[src/rtl/pipeline_defs.sv]
`default_nettype none
// ============================================================================
//  Module   : pipeline_defs (package)
//  Purpose  : Shared constants for the MIPS pipeline: opcode and funct codes,
//             ALU operation encodings, the link register index, and the
//             ID/EX control bundle together with its bubble value.
//  Revision : 1.0 - initial release
// ============================================================================
package pipeline_defs;

    // Primary opcodes (instr[31:26])
    localparam logic [5:0] c_opc_rtype = 6'h00;
    localparam logic [5:0] c_opc_j     = 6'h02;
    localparam logic [5:0] c_opc_jal   = 6'h03;
    localparam logic [5:0] c_opc_beq   = 6'h04;
    localparam logic [5:0] c_opc_bne   = 6'h05;
    localparam logic [5:0] c_opc_addi  = 6'h08;
    localparam logic [5:0] c_opc_andi  = 6'h0C;
    localparam logic [5:0] c_opc_ori   = 6'h0D;
    localparam logic [5:0] c_opc_xori  = 6'h0E;
    localparam logic [5:0] c_opc_lui   = 6'h0F;
    localparam logic [5:0] c_opc_lw    = 6'h23;
    localparam logic [5:0] c_opc_sw    = 6'h2B;

    // R-type function codes (instr[5:0])
    localparam logic [5:0] c_fn_sll = 6'h00;
    localparam logic [5:0] c_fn_srl = 6'h02;
    localparam logic [5:0] c_fn_sra = 6'h03;
    localparam logic [5:0] c_fn_jr  = 6'h08;
    localparam logic [5:0] c_fn_mul = 6'h18;
    localparam logic [5:0] c_fn_div = 6'h1A;
    localparam logic [5:0] c_fn_add = 6'h20;
    localparam logic [5:0] c_fn_sub = 6'h22;
    localparam logic [5:0] c_fn_and = 6'h24;
    localparam logic [5:0] c_fn_or  = 6'h25;
    localparam logic [5:0] c_fn_xor = 6'h26;

    // ALU operations: op[1:0] selects the group, op[3:2] the member
    localparam logic [3:0] c_alu_add  = 4'b0000;
    localparam logic [3:0] c_alu_sub  = 4'b0100;
    localparam logic [3:0] c_alu_mul  = 4'b1000;
    localparam logic [3:0] c_alu_div  = 4'b1100;
    localparam logic [3:0] c_alu_and  = 4'b0001;
    localparam logic [3:0] c_alu_or   = 4'b0101;
    localparam logic [3:0] c_alu_xor  = 4'b1001;
    localparam logic [3:0] c_alu_lui  = 4'b1101;
    localparam logic [3:0] c_alu_sll  = 4'b0010;
    localparam logic [3:0] c_alu_srl  = 4'b1010;
    localparam logic [3:0] c_alu_sra  = 4'b1110;
    localparam logic [3:0] c_alu_pass = 4'b0011;

    localparam logic [4:0] REG_RA = 5'd31;

    typedef struct packed {
        logic [3:0] op;
        logic       aluimm;
        logic       shift;
        logic       jal;
        logic [4:0] rw;
        logic       wreg;
        logic       m2reg;
        logic       wmem;
    } ctrl_t;

    localparam ctrl_t c_ctrl_bubble = '0;

    function automatic logic [31:0] sext16(input logic [15:0] v);
        return {{16{v[15]}}, v};
    endfunction

endpackage : pipeline_defs
`default_nettype wire

[src/rtl/stage_id_regfile.sv]
`default_nettype none
// ============================================================================
//  Module   : stage_id_regfile
//  Purpose  : 32 x 32-bit register file, two read ports and one write port.
//             r0 always reads zero. A write in the same cycle as a read of
//             the same register returns the new value (write-through).
//  Ports    : clk, rst        - clock and synchronous active-high clear
//             i_ra_a, i_ra_b  - read addresses
//             o_rd_a, o_rd_b  - read data
//             i_we, i_wa, i_wd- write enable, address and data
//  Revision : 1.0 - initial release
// ============================================================================
module stage_id_regfile (
    input  logic        clk,
    input  logic        rst,
    input  logic [4:0]  i_ra_a,
    input  logic [4:0]  i_ra_b,
    output logic [31:0] o_rd_a,
    output logic [31:0] o_rd_b,
    input  logic        i_we,
    input  logic [4:0]  i_wa,
    input  logic [31:0] i_wd
);

    logic [31:0] r_mem [32];

    // Reset takes priority over a coincident write.
    always_ff @(posedge clk) begin
        if (rst) begin
            for (int i = 0; i < 32; i++) begin
                r_mem[i] <= '0;
            end
        end else if (i_we && (i_wa != 5'd0)) begin
            r_mem[i_wa] <= i_wd;
        end
    end

    always_comb begin
        o_rd_a = r_mem[i_ra_a];
        if (i_ra_a == 5'd0) begin
            o_rd_a = '0;
        end else if (i_we && (i_wa == i_ra_a)) begin
            o_rd_a = i_wd;
        end
    end

    always_comb begin
        o_rd_b = r_mem[i_ra_b];
        if (i_ra_b == 5'd0) begin
            o_rd_b = '0;
        end else if (i_we && (i_wa == i_ra_b)) begin
            o_rd_b = i_wd;
        end
    end

endmodule : stage_id_regfile
`default_nettype wire

[src/rtl/stage_id.sv]
`default_nettype none
// ============================================================================
//  Module   : stage_id
//  Purpose  : Instruction-decode stage of the 5-stage MIPS pipeline. Decodes
//             the IF/ID instruction, reads the register file with EX/MEM/WB
//             forwarding, detects load-use hazards, resolves branches and
//             jumps, and owns the ID/EX pipeline register.
//  Ports    : clock, reset_0              - clock, sync active-high reset
//             instr_id, pc_id, valid_id   - IF/ID instruction, PC, valid
//             ans_fwd_ex                  - EX result for forwarding
//             mem_rw/data/we, wb_rw/data/we - MEM and WB write-back info
//             a_ex..wmem_ex               - ID/EX operand/control bundle
//             stall                       - hold PC and IF/ID
//             branch_taken, branch_target - IF redirect
//             illegal                     - unsupported instruction seen
//  Revision : 1.0 - initial release
// ============================================================================
module stage_id
    import pipeline_defs::*;
#(
    parameter logic [31:0] RESET_PC = 32'h0000_0000
) (
    input  logic        clock,
    input  logic        reset_0,
    input  logic [31:0] instr_id,
    input  logic [31:0] pc_id,
    input  logic        valid_id,
    input  logic [31:0] ans_fwd_ex,
    input  logic [4:0]  mem_rw,
    input  logic [4:0]  wb_rw,
    input  logic [31:0] mem_data,
    input  logic [31:0] wb_data,
    input  logic        mem_we,
    input  logic        wb_we,
    output logic [31:0] a_ex,
    output logic [31:0] b_ex,
    output logic [31:0] imm_ex,
    output logic [31:0] pc_ex,
    output logic [3:0]  op_ex,
    output logic        aluimm_ex,
    output logic        shift_ex,
    output logic        jal_ex,
    output logic [4:0]  rw_ex,
    output logic        wreg_ex,
    output logic        m2reg_ex,
    output logic        wmem_ex,
    output logic        stall,
    output logic        branch_taken,
    output logic [31:0] branch_target,
    output logic        illegal
);

    logic [5:0]  w_opc;
    logic [4:0]  w_rs;
    logic [4:0]  w_rt;
    logic [4:0]  w_rd;
    logic [5:0]  w_funct;
    logic [31:0] w_rf_a;
    logic [31:0] w_rf_b;
    logic [31:0] w_fwd_a;
    logic [31:0] w_fwd_b;
    logic [31:0] w_imm;
    logic [31:0] w_pc4;
    ctrl_t       w_ctrl;
    logic        w_legal;
    logic        w_zext;
    logic        w_use_rs;
    logic        w_use_rt;
    logic        w_is_beq;
    logic        w_is_bne;
    logic        w_is_jump;
    logic        w_is_jr;
    logic        w_stall;
    logic        w_cond;
    logic        w_ex_fwd_ok;

    ctrl_t       r_ctrl;
    logic [31:0] r_a;
    logic [31:0] r_b;
    logic [31:0] r_imm;
    logic [31:0] r_pc;
    logic        r_illegal;

    assign w_opc   = instr_id[31:26];
    assign w_rs    = instr_id[25:21];
    assign w_rt    = instr_id[20:16];
    assign w_rd    = instr_id[15:11];
    assign w_funct = instr_id[5:0];

    stage_id_regfile u_regfile (
        .clk    (clock),
        .rst    (reset_0),
        .i_ra_a (w_rs),
        .i_ra_b (w_rt),
        .o_rd_a (w_rf_a),
        .o_rd_b (w_rf_b),
        .i_we   (wb_we),
        .i_wa   (wb_rw),
        .i_wd   (wb_data)
    );

    // A load in EX has no result yet, so it must not forward; that case is
    // covered by the load-use stall instead.
    assign w_ex_fwd_ok = r_ctrl.wreg & ~r_ctrl.m2reg;

    function automatic logic [31:0] fwd_sel(
        input logic [4:0]  src,
        input logic [31:0] rf_val,
        input logic        ex_ok,
        input logic [4:0]  ex_rw,
        input logic [31:0] ex_val,
        input logic        m_we,
        input logic [4:0]  m_rw,
        input logic [31:0] m_val,
        input logic        b_we,
        input logic [4:0]  b_rw,
        input logic [31:0] b_val
    );
        if (src == 5'd0)                   return 32'd0;
        else if (ex_ok && (ex_rw == src))  return ex_val;
        else if (m_we && (m_rw == src))    return m_val;
        else if (b_we && (b_rw == src))    return b_val;
        else                               return rf_val;
    endfunction

    always_comb begin
        w_fwd_a = fwd_sel(w_rs, w_rf_a, w_ex_fwd_ok, r_ctrl.rw, ans_fwd_ex,
                          mem_we, mem_rw, mem_data, wb_we, wb_rw, wb_data);
        w_fwd_b = fwd_sel(w_rt, w_rf_b, w_ex_fwd_ok, r_ctrl.rw, ans_fwd_ex,
                          mem_we, mem_rw, mem_data, wb_we, wb_rw, wb_data);
    end

    // Instruction decode
    always_comb begin
        w_ctrl        = c_ctrl_bubble;
        w_ctrl.op     = c_alu_add;
        w_ctrl.aluimm = 1'b1;
        w_ctrl.shift  = 1'b1;
        w_ctrl.jal    = 1'b1;
        w_legal       = 1'b1;
        w_zext        = 1'b0;
        w_use_rs      = 1'b0;
        w_use_rt      = 1'b0;
        w_is_beq      = 1'b0;
        w_is_bne      = 1'b0;
        w_is_jump     = 1'b0;
        w_is_jr       = 1'b0;

        case (w_opc)
            c_opc_rtype: begin
                w_use_rs    = 1'b1;
                w_use_rt    = 1'b1;
                w_ctrl.rw   = w_rd;
                w_ctrl.wreg = 1'b1;
                case (w_funct)
                    c_fn_add: w_ctrl.op = c_alu_add;
                    c_fn_sub: w_ctrl.op = c_alu_sub;
                    c_fn_mul: w_ctrl.op = c_alu_mul;
                    c_fn_div: w_ctrl.op = c_alu_div;
                    c_fn_and: w_ctrl.op = c_alu_and;
                    c_fn_or:  w_ctrl.op = c_alu_or;
                    c_fn_xor: w_ctrl.op = c_alu_xor;
                    c_fn_sll, c_fn_srl, c_fn_sra: begin
                        // Shift amount comes from imm_ex; rs is not read.
                        w_use_rs     = 1'b0;
                        w_ctrl.shift = 1'b0;
                        w_ctrl.op    = (w_funct == c_fn_sll) ? c_alu_sll :
                                       (w_funct == c_fn_srl) ? c_alu_srl :
                                                               c_alu_sra;
                    end
                    c_fn_jr: begin
                        w_use_rt    = 1'b0;
                        w_ctrl.rw   = 5'd0;
                        w_ctrl.wreg = 1'b0;
                        w_is_jr     = 1'b1;
                    end
                    default: w_legal = 1'b0;
                endcase
            end
            c_opc_addi: begin
                w_use_rs      = 1'b1;
                w_ctrl.aluimm = 1'b0;
                w_ctrl.rw     = w_rt;
                w_ctrl.wreg   = 1'b1;
            end
            c_opc_andi, c_opc_ori, c_opc_xori: begin
                w_use_rs      = 1'b1;
                w_zext        = 1'b1;
                w_ctrl.aluimm = 1'b0;
                w_ctrl.rw     = w_rt;
                w_ctrl.wreg   = 1'b1;
                w_ctrl.op     = (w_opc == c_opc_andi) ? c_alu_and :
                                (w_opc == c_opc_ori)  ? c_alu_or  :
                                                        c_alu_xor;
            end
            c_opc_lui: begin
                w_zext        = 1'b1;
                w_ctrl.op     = c_alu_lui;
                w_ctrl.aluimm = 1'b0;
                w_ctrl.rw     = w_rt;
                w_ctrl.wreg   = 1'b1;
            end
            c_opc_lw: begin
                w_use_rs      = 1'b1;
                w_ctrl.aluimm = 1'b0;
                w_ctrl.rw     = w_rt;
                w_ctrl.wreg   = 1'b1;
                w_ctrl.m2reg  = 1'b1;
            end
            c_opc_sw: begin
                w_use_rs      = 1'b1;
                w_use_rt      = 1'b1;
                w_ctrl.aluimm = 1'b0;
                w_ctrl.wmem   = 1'b1;
            end
            c_opc_beq, c_opc_bne: begin
                w_use_rs = 1'b1;
                w_use_rt = 1'b1;
                w_is_beq = (w_opc == c_opc_beq);
                w_is_bne = (w_opc == c_opc_bne);
            end
            c_opc_j: begin
                w_is_jump = 1'b1;
            end
            c_opc_jal: begin
                w_is_jump   = 1'b1;
                w_ctrl.op   = c_alu_pass;
                w_ctrl.jal  = 1'b0;
                w_ctrl.rw   = REG_RA;
                w_ctrl.wreg = 1'b1;
            end
            default: w_legal = 1'b0;
        endcase

        // r0 is never a real destination.
        if (w_ctrl.rw == 5'd0) begin
            w_ctrl.wreg = 1'b0;
        end
    end

    assign w_imm = w_zext ? {16'd0, instr_id[15:0]} : sext16(instr_id[15:0]);
    assign w_pc4 = pc_id + 32'd4;

    assign w_stall = valid_id & w_legal & r_ctrl.m2reg & (r_ctrl.rw != 5'd0) &
                     ((w_use_rs & (w_rs == r_ctrl.rw)) |
                      (w_use_rt & (w_rt == r_ctrl.rw)));

    assign w_cond = (w_is_beq & (w_fwd_a == w_fwd_b)) |
                    (w_is_bne & (w_fwd_a != w_fwd_b)) |
                    w_is_jump | w_is_jr;

    always_comb begin
        branch_target = w_pc4 + {w_imm[29:0], 2'b00};
        if (w_is_jump) begin
            branch_target = {w_pc4[31:28], instr_id[25:0], 2'b00};
        end else if (w_is_jr) begin
            branch_target = w_fwd_a;
        end
    end

    assign stall        = w_stall;
    assign branch_taken = valid_id & w_legal & ~w_stall & w_cond;

    // ID/EX pipeline register
    always_ff @(posedge clock) begin
        if (reset_0) begin
            r_ctrl    <= c_ctrl_bubble;
            r_a       <= '0;
            r_b       <= '0;
            r_imm     <= '0;
            r_pc      <= RESET_PC;
            r_illegal <= 1'b0;
        end else begin
            r_a       <= w_fwd_a;
            r_b       <= w_fwd_b;
            r_imm     <= w_imm;
            r_pc      <= pc_id;
            r_ctrl    <= (valid_id && w_legal && !w_stall) ? w_ctrl : c_ctrl_bubble;
            r_illegal <= valid_id & ~w_legal;
        end
    end

    assign a_ex      = r_a;
    assign b_ex      = r_b;
    assign imm_ex    = r_imm;
    assign pc_ex     = r_pc;
    assign op_ex     = r_ctrl.op;
    assign aluimm_ex = r_ctrl.aluimm;
    assign shift_ex  = r_ctrl.shift;
    assign jal_ex    = r_ctrl.jal;
    assign rw_ex     = r_ctrl.rw;
    assign wreg_ex   = r_ctrl.wreg;
    assign m2reg_ex  = r_ctrl.m2reg;
    assign wmem_ex   = r_ctrl.wmem;
    assign illegal   = r_illegal;

endmodule : stage_id
`default_nettype wire

[config.mk]
export PLATFORM = sky130hd
export DESIGN_NAME = stage_id
export DESIGN_NICKNAME = d
export VERILOG_FILES = /design/src/rtl/pipeline_defs.sv /design/src/rtl/stage_id_regfile.sv /design/src/rtl/stage_id.sv
export SDC_FILE = /design/constraint.sdc
export NUM_CORES = 2
export LEC_CHECK = 0
export CAP_MARGIN = 20
export CORE_ASPECT_RATIO = 0.8
export CORE_MARGIN = 2
export CORE_UTILIZATION = 40
export DETAILED_ROUTE_END_ITERATION = 8
export PLACE_DENSITY_LB_ADDON = 0.25
export RECOVER_POWER = 100
export REMOVE_ABC_BUFFERS = 1
export SLEW_MARGIN = 20
export SYNTH_ARGS = -nofsm -noshare
export SYNTH_HDL_FRONTEND = slang
export SYNTH_SLANG_ARGS = --single-unit
[constraint.sdc]
create_clock -name clock -period 4.87 [get_ports clock]
set_clock_uncertainty 0.05 [all_clocks]
set_input_delay 0.487 -clock clock [delete_from_list [all_inputs] [get_ports clock]]
set_output_delay 0.487 -clock clock [all_outputs]
set_load 0.05 [all_outputs]
After elaboration in Yosys (flattened, before gate mapping)
Memories as Yosys holds them, arrays and structs flattened.
Index checks and enable logic that the tools add are counted.
Widths: inputs -> output; s select.
- register bits: 143
- latch bits: 0
- memory bits (writable): 1024
- ROM bits: 0
- output and inout port bits: 178
- logic and storage cells: 144
- memories kept: 1
- memory list (memory ; words ; bits a word ; read ports ; clocked after Yosys merged registers in ; write ports ; line ; RTL):
    u_regfile.r_mem ; 32 ; 32 ; 2 ; 0 ; 32 ; stage_id_regfile.sv:25 ; logic [31:0] r_mem [32];
- $add $sub $neg: 2
- multiply operators: 0
- div/mod/pow operators: 0
- magnitude comparators: 0
- equal/unequal tests: 31
- shift-type cells: 0
- muxes and demuxes: 44
- bitwise logic cells: 20
- reduce and logical (&&, ||, !) cells: 32
- operators with widths (operator ; number):
    $mux 32 ; 11
    $eq 6x6->1 const B ; 7
    $eq 5x5->1 ; 8
    $eq 6x4->1 const B ; 6
    $add 32x3->32 const B ; 1
    $add 32x32->32 ; 1
    $eq 32x32->1 ; 1
    $ne 32x32->1 ; 1
    $reduce_or 32->1 ; 1
    $mux 30 ; 1
    $pmux 4 s7 ; 1
    $eq 6x2->1 const B ; 4
    $reduce_or 11->1 ; 2
    $mux 1 ; 20
    $pmux 6 s3 ; 1
    $pmux 4 s4 ; 1
    $logic_not 5->1 ; 3
    $and 1x1->1 ; 12
    $eq 6x3->1 const B ; 2
    $eq 6x5->1 const B ; 2
    $logic_not 6->1 ; 2
    $mux 4 ; 3
    $reduce_or 3->1 ; 4
    $reduce_bool 5->1 ; 2
    other kinds (13) ; 32

Logic depth before layout (Yosys ltp)
- depth in word-level cells: 12
- mapped depth: 23
- gate-level depth less buffers: 23

Cells and area by module
Synthesis repeated with hierarchy kept, for this count alone.
- cell total of the unflattened synthesis: 4951
- area total of the unflattened synthesis: 64084.0 um^2
- modules (own cells, without submodules) (module ; times used ; cells each ; area an instance (um^2) ; seq. area each (um^2)):
    stage_id_regfile ; 1 ; 3740 ; 54722.5 ; 30749.5
    stage_id ; 1 ; 1211 ; 9361.5 ; 2602.5

Worst setup path after synthesis
Ideal clock, no wire load.
- path type: in2out
- start point: in pc_id[4]
- end point: out branch_target[31]
- arrival time: 5.675 ns
- data required time: 4.333 ns
- path slack: -1.342 ns
- stages: 22
- buffers on the path: 0
- cells stage by stage: nand3_1 nor2_1 nand4_1 nor2_1 and2_1 nand2_1 or2_2 inv_1 nand2_1 xnor2_1 ha_1 a21o_1 a21oi_1 o21ai_0 a31oi_1 o21ai_0 a221o_1 o41ai_1 o21bai_1 a21oi_1 xor2_1 o311ai_0
- word-level cells in the longest chain between the ends: 4
- ends and longest elaborated chain (item ; line ; RTL):
    start, declared ; stage_id.sv:26 ; input logic [31:0] pc_id,
    $add 32x3->32 (*) ; stage_id.sv:242 ; assign w_pc4 = pc_id + 32'd4;
    $add 32x32->32 ; stage_id.sv:253 ; branch_target = w_pc4 + {w_imm[29:0], 2'b00};
    $mux 32 ; stage_id.sv:256 ; end else if (w_is_jr) begin
    $mux 32 (*) ; stage_id.sv:254 ; if (w_is_jump) begin
    end, declared ; stage_id.sv:49 ; output logic [31:0] branch_target,
Every way passes the cells marked *; elsewhere a longest branch is shown, timed or not.

==> metrics <==
total routing usage reported by global routing 0.346; failing checks capacitance limit, slew limit, setup timing; Slew Limit Fails 243; Clock Sink Count 1154; CTS buffer count 116; first-pass GRT wire length 390 mm; Peak supply drop 0.294 mV; # fillers 13708; root buffer cell clkbuf_16; Longest Clk Path Bufs 3; htree depth 3; Max-slew headroom -0.988; largest net degree at the start of global routing 57; clock latency on the worst-skew pair 0.79 ns; Hold Fails Final Rpt 0; Initial Util 0.403; Die Y 360 um; Max Freq 0.190 GHz; area share of the largest cell type after synthesis 0.486; final global-route overflow total 0; EDFF count, synth 1024; drt pass-1 iters 6; CP Buf/Inv Count 3; Die Wd 449 um; Remaining DRCs 0; status finished with violations; Core Area 0.157 mm2; crit path max fanout 25; HPWL Detailed 198 mm; slowest CP cell clkbuf_1; Yosys reg bits 1154; vias in the first global route 47974; initial antenna violation count 31; Multi-input gate area 0.0282 mm2; Syn-to-layout area delta 24.4%; static leakage 28.8 nW; proportion of synthesized chip area in sequential cells 0.527; Synth area leader edfxtp_1; CP Data Required Time 5.23 ns; critical path, cell by cell clkbuf_1 > clkbuf_1 > or2_1 > buf_4; pre-CTS worst setup slack -1.08 ns; delay-heaviest family, CP buffers and inverters; Rows 130; Final Power 0.0263 W; final wirelength 287 mm; P per Cell Area 334 mW/mm2; Die ar. 0.162 mm2; Critical Path Sink Type register; # IOs 353; CTS tree yes; RD Place Congestion 0.992; CP startpoint kind input port; ANT nets after route 0; fin nets 5834; vias per inst 6.44; kind of critical path in2reg; CP peak stage delay 1.84 ns; yosys warns 0; fin crit share 1.08; Post-Syn Instances 4805; post-synth design cell area 0.0633 mm2; RSZ-0062 raised after global routing true; Sequential cell area 0.0334 mm2; Max Cap Viol 11; min Tclk post-route 5.27 ns; Synth cell types 84; top_reg_cell synth edfxtp_1; WL per Instance 36.5 um; fin worst setup slack -0.397 ns; share of cells above drive strength 1 0.286; most frequent CP cell clkbuf_1; count leader, synth edfxtp_1; ys async rst share 0; worst path arrival time 5.63 ns; hold crit path type in2reg; top post-synthesis cells by count edfxtp_1, and2_1, mux4_2; most area-consuming cells after synthesis edfxtp_1, mux4_2, and2_1, dfxtp_1, mux2i_1; Setup TNS -110.33 ns; number of buffers added on ports 352; Syn Area/Cell 13.2 um2; clk slew on worst S/H paths 0.06 ns; via count 50572; final setup fails 672; Iter 0 DRT Violations 9076; Least-Margin Pin Slew 2.98 ns
-- sequential cells by signal (all words and copies together) (netlist names), 4 cells and up --
register / count
u_regfile.r_mem: 1024
a_ex: 32
b_ex: 32
pc_ex: 32
imm_ex: 18
rw_ex: 5
op_ex: 4
-- power breakdown --
| part | internal [W] | switching [W] | total [W] |
|---|---|---|---|
| sequential | 0.0113 | 0.000275 | 0.0116 |
| combinational | 0.00219 | 0.00324 | 0.00544 |
| clock | 0.00510 | 0.00415 | 0.00924 |
| total | 0.0186 | 0.00766 | 0.0263 |
-- worst paths after layout --
kind | cells after the start | from | slack [ns] | to
worst max-delay path | 4 | reset_0 | -0.40 | u_regfile.r_mem[25][5]
worst min-delay path | 3 | pc_id[6] | 0.04 | pc_ex[6]
worst max register to register | 12 | rw_ex[2] | 1.99 | a_ex[18]
worst min register to register | 5 | wreg_ex | 0.97 | b_ex[6]
-- final cells by class --
class	instances	area share
Multi-Input combinational cell	3146	0.358
Sequential cell	1154	0.424
Antenna cell	16	0.000508
Timing Repair Buffer	1174	0.135
Clock inverter	64	0.00798
Tap cell	2112	0.0336
Inverter	36	0.00172
Clock buffer	146	0.0396
-- kinds of logic after synthesis --
group	count (synthesis)	share of synthesized area
multiplexers	703	0.194
adder cells (fa/ha/maj)	31	0.00624
AND/OR/NAND/NOR	1627	0.146
flip-flops	1154	0.527
other	1	0.0000592
AO/OA/AOI/OAI	641	0.0727
XOR/XNOR	112	0.0155
buffers and inverters	536	0.0394
-- placed cells by master (no fill, tap or decap), types with 18 or more instances in the layout --
master	n
a221oi_1	55
a221oi_2	18
nand3_1	59
mux2i_1	252
nor2_1	154
xor2_1	38
a21o_1	22
nor2b_1	72
clkbuf_1	32
nor2_4	22
a211oi_1	25
conb_1	32
clkbuf_2	39
clkinv_2	25
and3_1	19
buf_12	87
clkinv_1	20
clkdlybuf4s50_1	166
a21oi_1	127
o21ai_0	62
and2_0	201
or2_2	25
nand2_1	139
xnor2_1	67
nor3_1	140
o221ai_1	98
clkbuf_16	118
dlygate4sd3_1	132
mux2_2	34
dfxtp_1	128
buf_4	703
and2_1	681
mux4_2	414
inv_1	29
a22oi_1	77
ha_1	29
edfxtp_1	1024
-- metrics by stage --
stage                util  instance area, um2  hold slack (ns)  std cells
floorplan               -               61100            0.504       4336
global placement    0.475               74700            0.894       7599
detailed placement  0.475               74700            0.888       7599
CTS                 0.502               78900          0.00124       7826
global route        0.501               78700           0.0229       7834
finish              0.501               78800           0.0391       7848
-- tightest hold or removal path, delay by kind of cell --
kind | cells | cell delay (ns)
buf+inv | 2 | 0.20
simple gates | 1 | 0.12
-- per-layer routing --
metal | share of wire | GRT usage | up-vias
li1 | - | - | 19948
met4 | 0.056 | 0.153 | 14
met5 | 0.0013 | 0.0130 | -
met2 | 0.41 | 0.491 | 4234
met1 | 0.38 | 0.477 | 25605
met3 | 0.15 | 0.119 | 771
-- repair_timing --
action / in CTS / in global routing
gates cloned: 1 / 0
endpoints found under the hold margin: 2 / 0
hold buffers: 2 / 0
endpoints found under the setup margin: 13 / 10
resized for setup: 103 / 32
setup buffers: 15 / 8
pin swaps: 32 / 31
(Power assumes the default switching activity.)
